==> src/rtl/box_pkg.sv <==
// box_pkg: shared types and helpers for the face-box scheduler.
//   COORD_W     : coordinate / size width
//   box_t       : one box {x, y, w, h} (centre + size)
//   col_state_e : collect FSM states
//   box_span()  : vertical row span of a box, top clamped at 0, bottom unwrapped
package box_pkg;

    localparam int COORD_W = 10;
    localparam int SPAN_W  = COORD_W + 1;
    localparam int CNT_W   = 3;

    typedef struct packed {
        logic [COORD_W-1:0] x;
        logic [COORD_W-1:0] y;
        logic [COORD_W-1:0] w;
        logic [COORD_W-1:0] h;
    } box_t;

    typedef enum logic {
        COLLECT = 1'b0,
        FULL    = 1'b1
    } col_state_e;

    typedef struct packed {
        logic [SPAN_W-1:0] top;
        logic [SPAN_W-1:0] bottom;
    } span_t;

    function automatic span_t box_span(input box_t b);
        logic [COORD_W-1:0] half;
        span_t              s;
        half     = b.h >> 1;
        s.top    = (b.y >= half) ? {1'b0, b.y - half} : '0;
        s.bottom = {1'b0, b.y} + {1'b0, half};
        return s;
    endfunction

endpackage

==> src/rtl/box_scheduler_if.sv <==
// box_scheduler_if: detector -> scheduler box stream (valid/ready).
//   master : detector side, drives det_valid/det_last/det_x/y/w/h
//   slave  : scheduler side, drives det_ready
interface box_scheduler_if;
    import box_pkg::*;

    logic               det_valid;
    logic               det_ready;
    logic               det_last;
    logic [COORD_W-1:0] det_x;
    logic [COORD_W-1:0] det_y;
    logic [COORD_W-1:0] det_w;
    logic [COORD_W-1:0] det_h;

    modport master (output det_valid, det_last, det_x, det_y, det_w, det_h,
                    input  det_ready);
    modport slave  (input  det_valid, det_last, det_x, det_y, det_w, det_h,
                    output det_ready);
endinterface

==> src/rtl/box_row_select.sv <==
// box_row_select: combinational priority search of the active table.
//   tab_i : active box table
//   vld_i : per-entry valid
//   yn_i  : row being evaluated
//   hit_o : some valid entry covers yn_i
//   idx_o : lowest-index covering entry
module box_row_select
    import box_pkg::*;
#(
    parameter  int N     = 4,
    localparam int IDX_W = (N > 1) ? $clog2(N) : 1
) (
    input  box_t               tab_i [N],
    input  logic [N-1:0]       vld_i,
    input  logic [COORD_W-1:0] yn_i,
    output logic               hit_o,
    output logic [IDX_W-1:0]   idx_o
);

    // Scan from the top index down so the lowest matching index is the last write.
    always_comb begin
        hit_o = 1'b0;
        idx_o = '0;
        for (int i = N - 1; i >= 0; i--) begin
            span_t sp;
            sp = box_span(tab_i[i]);
            if (vld_i[i] && ({1'b0, yn_i} >= sp.top) && ({1'b0, yn_i} <= sp.bottom)) begin
                hit_o = 1'b1;
                idx_o = IDX_W'(i);
            end
        end
    end

endmodule

==> src/rtl/box_scheduler.sv <==
// box_scheduler: collects detector box sets, commits them per frame and
// presents the box covering each row to the single-box overlay.
//   clk, reset (sync, active-low), pix_valid (raster pixel strobe)
//   det       : detector box stream (slave modport)
//   box_*     : box for the current row, box_en marks it valid
//   box_count : valid active entries; set_ovf : last committed set overflowed
//
//   state   | meaning
//   COLLECT | accepting boxes of the next set into the pending table
//   FULL    | set complete, waiting for end of frame to commit
module box_scheduler
    import box_pkg::*;
#(
    parameter int IMG_WIDTH   = 720,
    parameter int IMG_HEIGHT  = 540,
    parameter int MAX_BOXES   = 4,
    parameter int HOLD_FRAMES = 8
) (
    input  logic               clk,
    input  logic               reset,
    input  logic               pix_valid,
    box_scheduler_if.slave     det,
    output logic [COORD_W-1:0] box_x,
    output logic [COORD_W-1:0] box_y,
    output logic [COORD_W-1:0] box_w,
    output logic [COORD_W-1:0] box_h,
    output logic               box_en,
    output logic [CNT_W-1:0]   box_count,
    output logic               set_ovf
);

    localparam int IDX_W = (MAX_BOXES > 1) ? $clog2(MAX_BOXES) : 1;
    localparam int AGE_W = $clog2(HOLD_FRAMES + 1);

    logic [COORD_W-1:0]   x_q, x_d, y_q, y_d, yn;
    col_state_e           state_q, state_d;
    logic                 det_ready_q, det_ready_d;
    logic [CNT_W-1:0]     wr_idx_q, wr_idx_d, pend_cnt_q, pend_cnt_d, cnt_q, cnt_d;
    logic                 ovf_pend_q, ovf_pend_d, set_ovf_q, set_ovf_d;
    box_t                 pend_q [MAX_BOXES];
    box_t                 pend_d [MAX_BOXES];
    box_t                 act_q  [MAX_BOXES];
    box_t                 act_d  [MAX_BOXES];
    logic [MAX_BOXES-1:0] act_vld_q, act_vld_d;
    logic [AGE_W-1:0]     age_q, age_d;
    box_t                 box_q, box_d, det_box;
    logic                 box_en_q, box_en_d;
    logic                 eol, eof, accept, commit, hit;
    logic [IDX_W-1:0]     hit_idx;

    always_comb begin
        eol    = pix_valid && (x_q == COORD_W'(IMG_WIDTH - 1));
        eof    = eol && (y_q == COORD_W'(IMG_HEIGHT - 1));
        accept = det.det_valid && det_ready_q && (state_q == COLLECT);
        commit = eof && (state_q == FULL);
        yn     = eof ? '0 : y_q + 1'b1;
        det_box.x = det.det_x;
        det_box.y = det.det_y;
        det_box.w = det.det_w;
        det_box.h = det.det_h;
    end

    // Raster position
    always_comb begin
        x_d = x_q;
        y_d = y_q;
        if (pix_valid) begin
            if (eol) begin
                x_d = '0;
                y_d = eof ? '0 : y_q + 1'b1;
            end else begin
                x_d = x_q + 1'b1;
            end
        end
    end

    // Collect FSM and pending table
    always_comb begin
        state_d    = state_q;
        wr_idx_d   = wr_idx_q;
        pend_cnt_d = pend_cnt_q;
        ovf_pend_d = ovf_pend_q;
        pend_d     = pend_q;
        if (commit) begin
            state_d    = COLLECT;
            wr_idx_d   = '0;
            ovf_pend_d = 1'b0;
        end else if (accept) begin
            if (wr_idx_q < CNT_W'(MAX_BOXES)) begin
                pend_d[wr_idx_q[IDX_W-1:0]] = det_box;
                wr_idx_d = wr_idx_q + 1'b1;
            end else begin
                ovf_pend_d = 1'b1;
            end
            if (det.det_last) begin
                state_d    = FULL;
                pend_cnt_d = (wr_idx_q < CNT_W'(MAX_BOXES)) ? wr_idx_q + 1'b1 : CNT_W'(MAX_BOXES);
            end
        end
        det_ready_d = (state_d == COLLECT);
    end

    // Active table: commit wins over expiry on the same end of frame
    always_comb begin
        act_d     = act_q;
        act_vld_d = act_vld_q;
        cnt_d     = cnt_q;
        set_ovf_d = set_ovf_q;
        age_d     = age_q;
        if (commit) begin
            act_d = pend_q;
            for (int i = 0; i < MAX_BOXES; i++) begin
                act_vld_d[i] = (CNT_W'(i) < pend_cnt_q);
            end
            cnt_d     = pend_cnt_q;
            set_ovf_d = ovf_pend_q;
            age_d     = '0;
        end else if (eof) begin
            if (age_q < AGE_W'(HOLD_FRAMES)) begin
                age_d = age_q + 1'b1;
            end
            if (age_d == AGE_W'(HOLD_FRAMES)) begin
                act_vld_d = '0;
                cnt_d     = '0;
            end
        end
    end

    // Row select sees the table as it will be after this cycle's commit/expiry
    box_row_select #(.N(MAX_BOXES)) u_row_select (
        .tab_i (act_d),
        .vld_i (act_vld_d),
        .yn_i  (yn),
        .hit_o (hit),
        .idx_o (hit_idx)
    );

    always_comb begin
        box_en_d = box_en_q;
        box_d    = box_q;
        if (eol) begin
            box_en_d = hit;
            if (hit) begin
                box_d = act_d[hit_idx];
            end
        end
    end

    always_ff @(posedge clk) begin
        if (!reset) begin
            x_q         <= '0;
            y_q         <= '0;
            state_q     <= COLLECT;
            det_ready_q <= 1'b0;
            wr_idx_q    <= '0;
            pend_cnt_q  <= '0;
            ovf_pend_q  <= 1'b0;
            pend_q      <= '{default: '0};
            act_q       <= '{default: '0};
            act_vld_q   <= '0;
            cnt_q       <= '0;
            set_ovf_q   <= 1'b0;
            age_q       <= '0;
            box_q       <= '0;
            box_en_q    <= 1'b0;
        end else begin
            x_q         <= x_d;
            y_q         <= y_d;
            state_q     <= state_d;
            det_ready_q <= det_ready_d;
            wr_idx_q    <= wr_idx_d;
            pend_cnt_q  <= pend_cnt_d;
            ovf_pend_q  <= ovf_pend_d;
            pend_q      <= pend_d;
            act_q       <= act_d;
            act_vld_q   <= act_vld_d;
            cnt_q       <= cnt_d;
            set_ovf_q   <= set_ovf_d;
            age_q       <= age_d;
            box_q       <= box_d;
            box_en_q    <= box_en_d;
        end
    end

    assign det.det_ready = det_ready_q;
    assign box_x         = box_q.x;
    assign box_y         = box_q.y;
    assign box_w         = box_q.w;
    assign box_h         = box_q.h;
    assign box_en        = box_en_q;
    assign box_count     = cnt_q;
    assign set_ovf       = set_ovf_q;

endmodule

==> src/flat_wrapper.sv <==
// flat-port wrapper written by rule: the top's interface ports become plain ports
module box_scheduler_flat import box_pkg::*;
#(
    parameter int IMG_WIDTH   = 720,
    parameter int IMG_HEIGHT  = 540,
    parameter int MAX_BOXES   = 4,
    parameter int HOLD_FRAMES = 8
)
  (clk, reset, pix_valid, box_x, box_y, box_w, box_h, box_en, box_count, set_ovf, det_det_valid, det_det_last, det_det_x, det_det_y, det_det_w, det_det_h, det_det_ready);
  box_scheduler_if det_i ();
  input  logic clk;
  input  logic reset;
  input  logic pix_valid;
  output logic [COORD_W-1:0] box_x;
  output logic [COORD_W-1:0] box_y;
  output logic [COORD_W-1:0] box_w;
  output logic [COORD_W-1:0] box_h;
  output logic box_en;
  output logic [CNT_W-1:0] box_count;
  output logic set_ovf;
  input wire logic [$bits(det_i.det_valid)-1:0] det_det_valid;
  input wire logic [$bits(det_i.det_last)-1:0] det_det_last;
  input wire logic [$bits(det_i.det_x)-1:0] det_det_x;
  input wire logic [$bits(det_i.det_y)-1:0] det_det_y;
  input wire logic [$bits(det_i.det_w)-1:0] det_det_w;
  input wire logic [$bits(det_i.det_h)-1:0] det_det_h;
  output wire logic [$bits(det_i.det_ready)-1:0] det_det_ready;
  assign det_i.det_valid = det_det_valid;
  assign det_i.det_last = det_det_last;
  assign det_i.det_x = det_det_x;
  assign det_i.det_y = det_det_y;
  assign det_i.det_w = det_det_w;
  assign det_i.det_h = det_det_h;
  assign det_det_ready = det_i.det_ready;
  box_scheduler #(.IMG_WIDTH(IMG_WIDTH), .IMG_HEIGHT(IMG_HEIGHT), .MAX_BOXES(MAX_BOXES), .HOLD_FRAMES(HOLD_FRAMES)) u_core (.clk(clk), .reset(reset), .pix_valid(pix_valid), .det(det_i), .box_x(box_x), .box_y(box_y), .box_w(box_w), .box_h(box_h), .box_en(box_en), .box_count(box_count), .set_ovf(set_ovf));
endmodule
==> config.mk <==
export PLATFORM = sky130hd
export DESIGN_NAME = box_scheduler_flat
export DESIGN_NICKNAME = d
export VERILOG_FILES = /design/src/rtl/box_pkg.sv /design/src/rtl/box_scheduler_if.sv /design/src/rtl/box_row_select.sv /design/src/rtl/box_scheduler.sv /design/src/flat_wrapper.sv
export SDC_FILE = /design/constraint.sdc
export NUM_CORES = 1
export LEC_CHECK = 0
export CORE_UTILIZATION = 62
export CTS_CLUSTER_DIAMETER = 200
export DETAILED_ROUTE_END_ITERATION = 7
export MAX_ROUTING_LAYER = met4
export PLACE_DENSITY = 0.81
export SYNTH_ARGS = -nofsm -noshare
export SYNTH_HDL_FRONTEND = slang
export SYNTH_HIERARCHICAL = 1
export SYNTH_SLANG_ARGS = --single-unit
==> constraint.sdc <==
create_clock -name clk -period 9.3 [get_ports clk]
set_clock_uncertainty 0.1 [all_clocks]
set_input_delay 1.395 -clock clk [delete_from_list [all_inputs] [get_ports clk]]
set_output_delay 1.395 -clock clk [all_outputs]
set_load 0.05 [all_outputs]
Word level (Yosys, flattened, before mapping):

Index checks and enable logic that the tools add are counted.

* add/subtract/negate cells: 12
* $mul: 0
* divide/modulo/power cells: 0
* order comparisons: 21
* equal/unequal tests: 3
* shift operators: 0
* mux-type cells: 34
* bitwise gates (word level): 7
* reduce and logical (&&, ||, !) cells: 24

Operators with widths (count)
* 160-bit bitwise mux: 1
* 160-bit 2-to-1 mux: 1
* 40-bit 2-to-1 mux: 3
* 40-bit binary-select mux with 2-bit select: 1
* 40-bit demux with 2-bit select: 1
* 10-bit 2-to-1 mux: 6
* 10-bit by 9-bit adder with 11-bit output: 4
* 10-bit by 11-bit <= comparator with 1-bit output: 4
* 10-bit >= comparator: 4
* 10-bit by 9-bit >= comparator with 1-bit output: 4
* 10-bit by 9-bit subtractor with 10-bit output: 4
* 4-bit 2-to-1 mux: 6
* 10-bit by 1-bit adder with 10-bit output, second input constant: 2
* 10-bit equality test, second input constant: 2
* 1-bit logical AND: 14
* 3-bit 2-to-1 mux: 4
* 2-bit AND reduction: 5
* 2-bit 2-to-1 mux: 4
* 1-bit 2-to-1 mux: 7
* 3-bit >= comparator, second input constant: 2
* 1-bit by 3-bit less-than comparator with 1-bit output, first input constant: 2
* 2-bit by 3-bit less-than comparator with 1-bit output, first input constant: 2
* 2-bit NOT with 3-bit output: 2
* 3-bit AND reduction: 2
* 9 further kinds: 14

* register bits: 402
* bits in latches: 0
* memory bits (writable): 0
* memory bits (read-only): 0
* bits of input ports: 45
* output and inout bits: 46
* word-level logic and storage cells: 149
* memories: 0

Longest topological paths before layout:

* depth after elaboration: 19
* mapped depth: 37

By module:

The synthesis kept the hierarchy.

Modules (own cells, without submodules)
* box_scheduler: times used 1, cells an instance 2337, area an instance 18889.4 um2, seq. area each 8047.7 um2
* box_row_select: times used 1, cells an instance 714, area an instance 5196.2 um2, seq. area each 0.0 um2

Worst setup path before layout:

No wires, ideal clock.

* kind: input port to flip-flop
* start: in pix_valid
* end: reg u_core.box_q (netlist bit u_core/box_x[1])
* data arrival time: 6.790 ns
* required time: 9.075 ns
* setup slack: 2.285 ns
* stages: 34
* path buffers: 7
* cell sequence: and4_1 > buf_2 > and3_1 > buf_2 > nand2_2 > buf_4 > buf_2 > nand2_1 > nand2_1 > inv_1 > ha_1 > inv_1 > fa_1 > a21o_1 > a21oi_1 > nor2b_1 > o21ai_0 > a21oi_1 > a21o_1 > and2_1 > ha_1 > nand2b_1 > a211oi_1 > o21ai_0 > a221o_1 > o311ai_0 > and2_1 > buf_4 > buf_6 > clkbuf_1 > mux2i_1 > o21ai_0 > a21oi_1 > a211oi_2

RTL lines
* start: declaration: line flat_wrapper.sv:13 `input logic pix_valid;`
* end signal: assignment: line box_scheduler.sv:180 `box_q <= box_d;`
* end: declaration: line box_scheduler.sv:46 `box_t box_q, box_d, det_box;`

==> results.md <==
- Status: finished, final reports clean
- TNS Setup: 0 ps
- Pwr Density: 138 nW/um^2
- Core footprint: 37700 um^2
- Number of top-level pins: 91
- Final Hold Viols: 0
- Total length of routed wires: 68800 um
- Final WS setup: 1240 ps
- Placement Cell Area: 24700 um^2
- HPWL after DPL: 44500 um
- Synth Area per Inst: 8.01 um^2
- Synthesis Warnings: 6
- Total power: 3.59 mW
- Number of H-tree levels: 2
- CTS Buf Count: 43
- Commonest non-fill, non-tap cell in the layout: nand2_1
- Nets: 3152
- Antenna violations before repair: 0
- Peak supply drop: 0.125 mV
- Pre-CTS setup slack: 957 ps
- Root buffer cell: clkbuf_16
- Crit-path slowest cell: a311oi_1
- Final Cell Area: 26100 um^2
- Mapped cell area: 23800 um^2
- Setup CP Type: input port to register
- DR pass1 iterations: 5
- Unrepaired setup endpoints after global routing: no
- Placed insts: 3405
- Hold-fix buffers, CTS: 0
- Std-Cell Rows: 71
- Die span in x: 198 um
- Layout cells sized above 1: 0.0639
- Synthesized instance count: 2967
- Skew-Pair Late Insertion Delay: 590 ps
- Total grt overflow: 0
- Pin slew with the least headroom to its limit: 1260 ps
- Post-CTS setup buffer count: 0
- Die H: 198 um
- WP buf/inv: 5
- Crit path DAT: 8440 ps
- Tcrit/Tclk final: 0.866
- Slew Limit Fails: 0
- Max-slew headroom: 0.160
- Nature of the critical path endpoint: register
- Area Overhead vs Synth: 9.76%
- Post-DRT Antenna Nets: 0
- Die ar.: 39100 um^2
- DRC Markers: 0
- Post-layout util: 0.693
- Most frequent cells in the layout: 790 x nand2_1, 402 x dfxtp_1, 165 x a21boi_0, 163 x o21ai_0
- Vias in the first global route: 20300
- Total track usage: 0.357
- Max Cap Violations: 0
- Clock sink total: 402
- Worst endpoint required time: 9680 ps
- Vias: 21200
- GPL Wtd Cong: 0.984
- TritonCTS clock tree: yes
- Leak pwr: 9.81 nW
- Hold WS: 350 ps
- Clock slew at reported path FFs: 60 ps
- CP Launch Type: input port
- Crit-path max FO: 29
- Initial Utilization: 0.631
- Global-route wire length before repair: 107000 um
- Port bufs: 90
- Via density: 6.10
- N_diodes: 0
- Clock buffer depth: 3
- Resized Gates After CTS: 0
- Largest net degree at the start of global routing: 258
- Synth Net Count: 3180
- Final std cells w/o fill: 3483
- WL/cell: 19.7 um
- CP delay by family, top: compound AO/OA/AOI/OAI gates
- Setup violators final: 0
- Most used cell along the critical path: buf_4
- Fmax: 124 MHz
- Hold/Removal Path Class: register to register
- Critical Path Max Stage Delay: 710 ps
- Starting DRT DRC Count: 1736
- Tmin final: 8060 ps
==> worst paths after layout <==
kind	from	to	slack (ps)	depth (start not counted)
setup / recovery	pix_valid	u_core/box_h[6]	1240	27
hold / removal	u_core/act_q[73]	u_core/act_q[73]	350	2
setup reg to reg	u_core/y_q[0]	u_core/box_h[6]	1840	27
hold reg to reg	u_core/act_q[73]	u_core/act_q[73]	350	2
==> power by group <==
group          leakage, nW  internal, mW  switching [mW]
registers             3.24          1.74          0.0140
clock network        0.702         0.985           0.726
logic                 5.86        0.0564          0.0741
==> worst min-delay path, delay by kind of cell, from the launching register on <==
| family | cells | cell delay (ps) |
|---|---|---|
| AOI/OAI and AO/OA | 1 | 50 |
| and+or+nand+nor | 1 | 50 |
| DFF | 1 | 300 |
==> flip-flops by register name (all words and copies together) (netlist names), 10 cells and up <==
| register | count |
|---|---|
| u_core/act_q | 160 |
| u_core/box_h | 10 |
| u_core/box_w | 10 |
| u_core/box_x | 10 |
| u_core/box_y | 10 |
| u_core/pend_q | 160 |
| u_core/x_q | 10 |
| u_core/y_q | 10 |
==> per-layer routing <==
| layer | global-route usage | vias to the layer above | wire length, um |
|---|---|---|---|
| met4 | 0.143 | 0 | 2260 |
| li1 | - | 10000 | - |
| met2 | 0.590 | 847 | 32600 |
| met3 | 0.0468 | 167 | 4660 |
| met5 | - | - | 0 |
| met1 | 0.441 | 10200 | 29200 |
==> area by class of cell <==
| type | instances | area [um^2] |
|---|---|---|
| inverter | 85 | 319 |
| sequential | 402 | 8050 |
| timing repair buffer | 132 | 1290 |
| clock inverter | 16 | 136 |
| fill | 3055 | 11600 |
| tap | 511 | 639 |
| multi-input combinational | 2275 | 14400 |
| clock buffer | 62 | 1280 |
No activity file was read; power rests on OpenSTA's default activity.
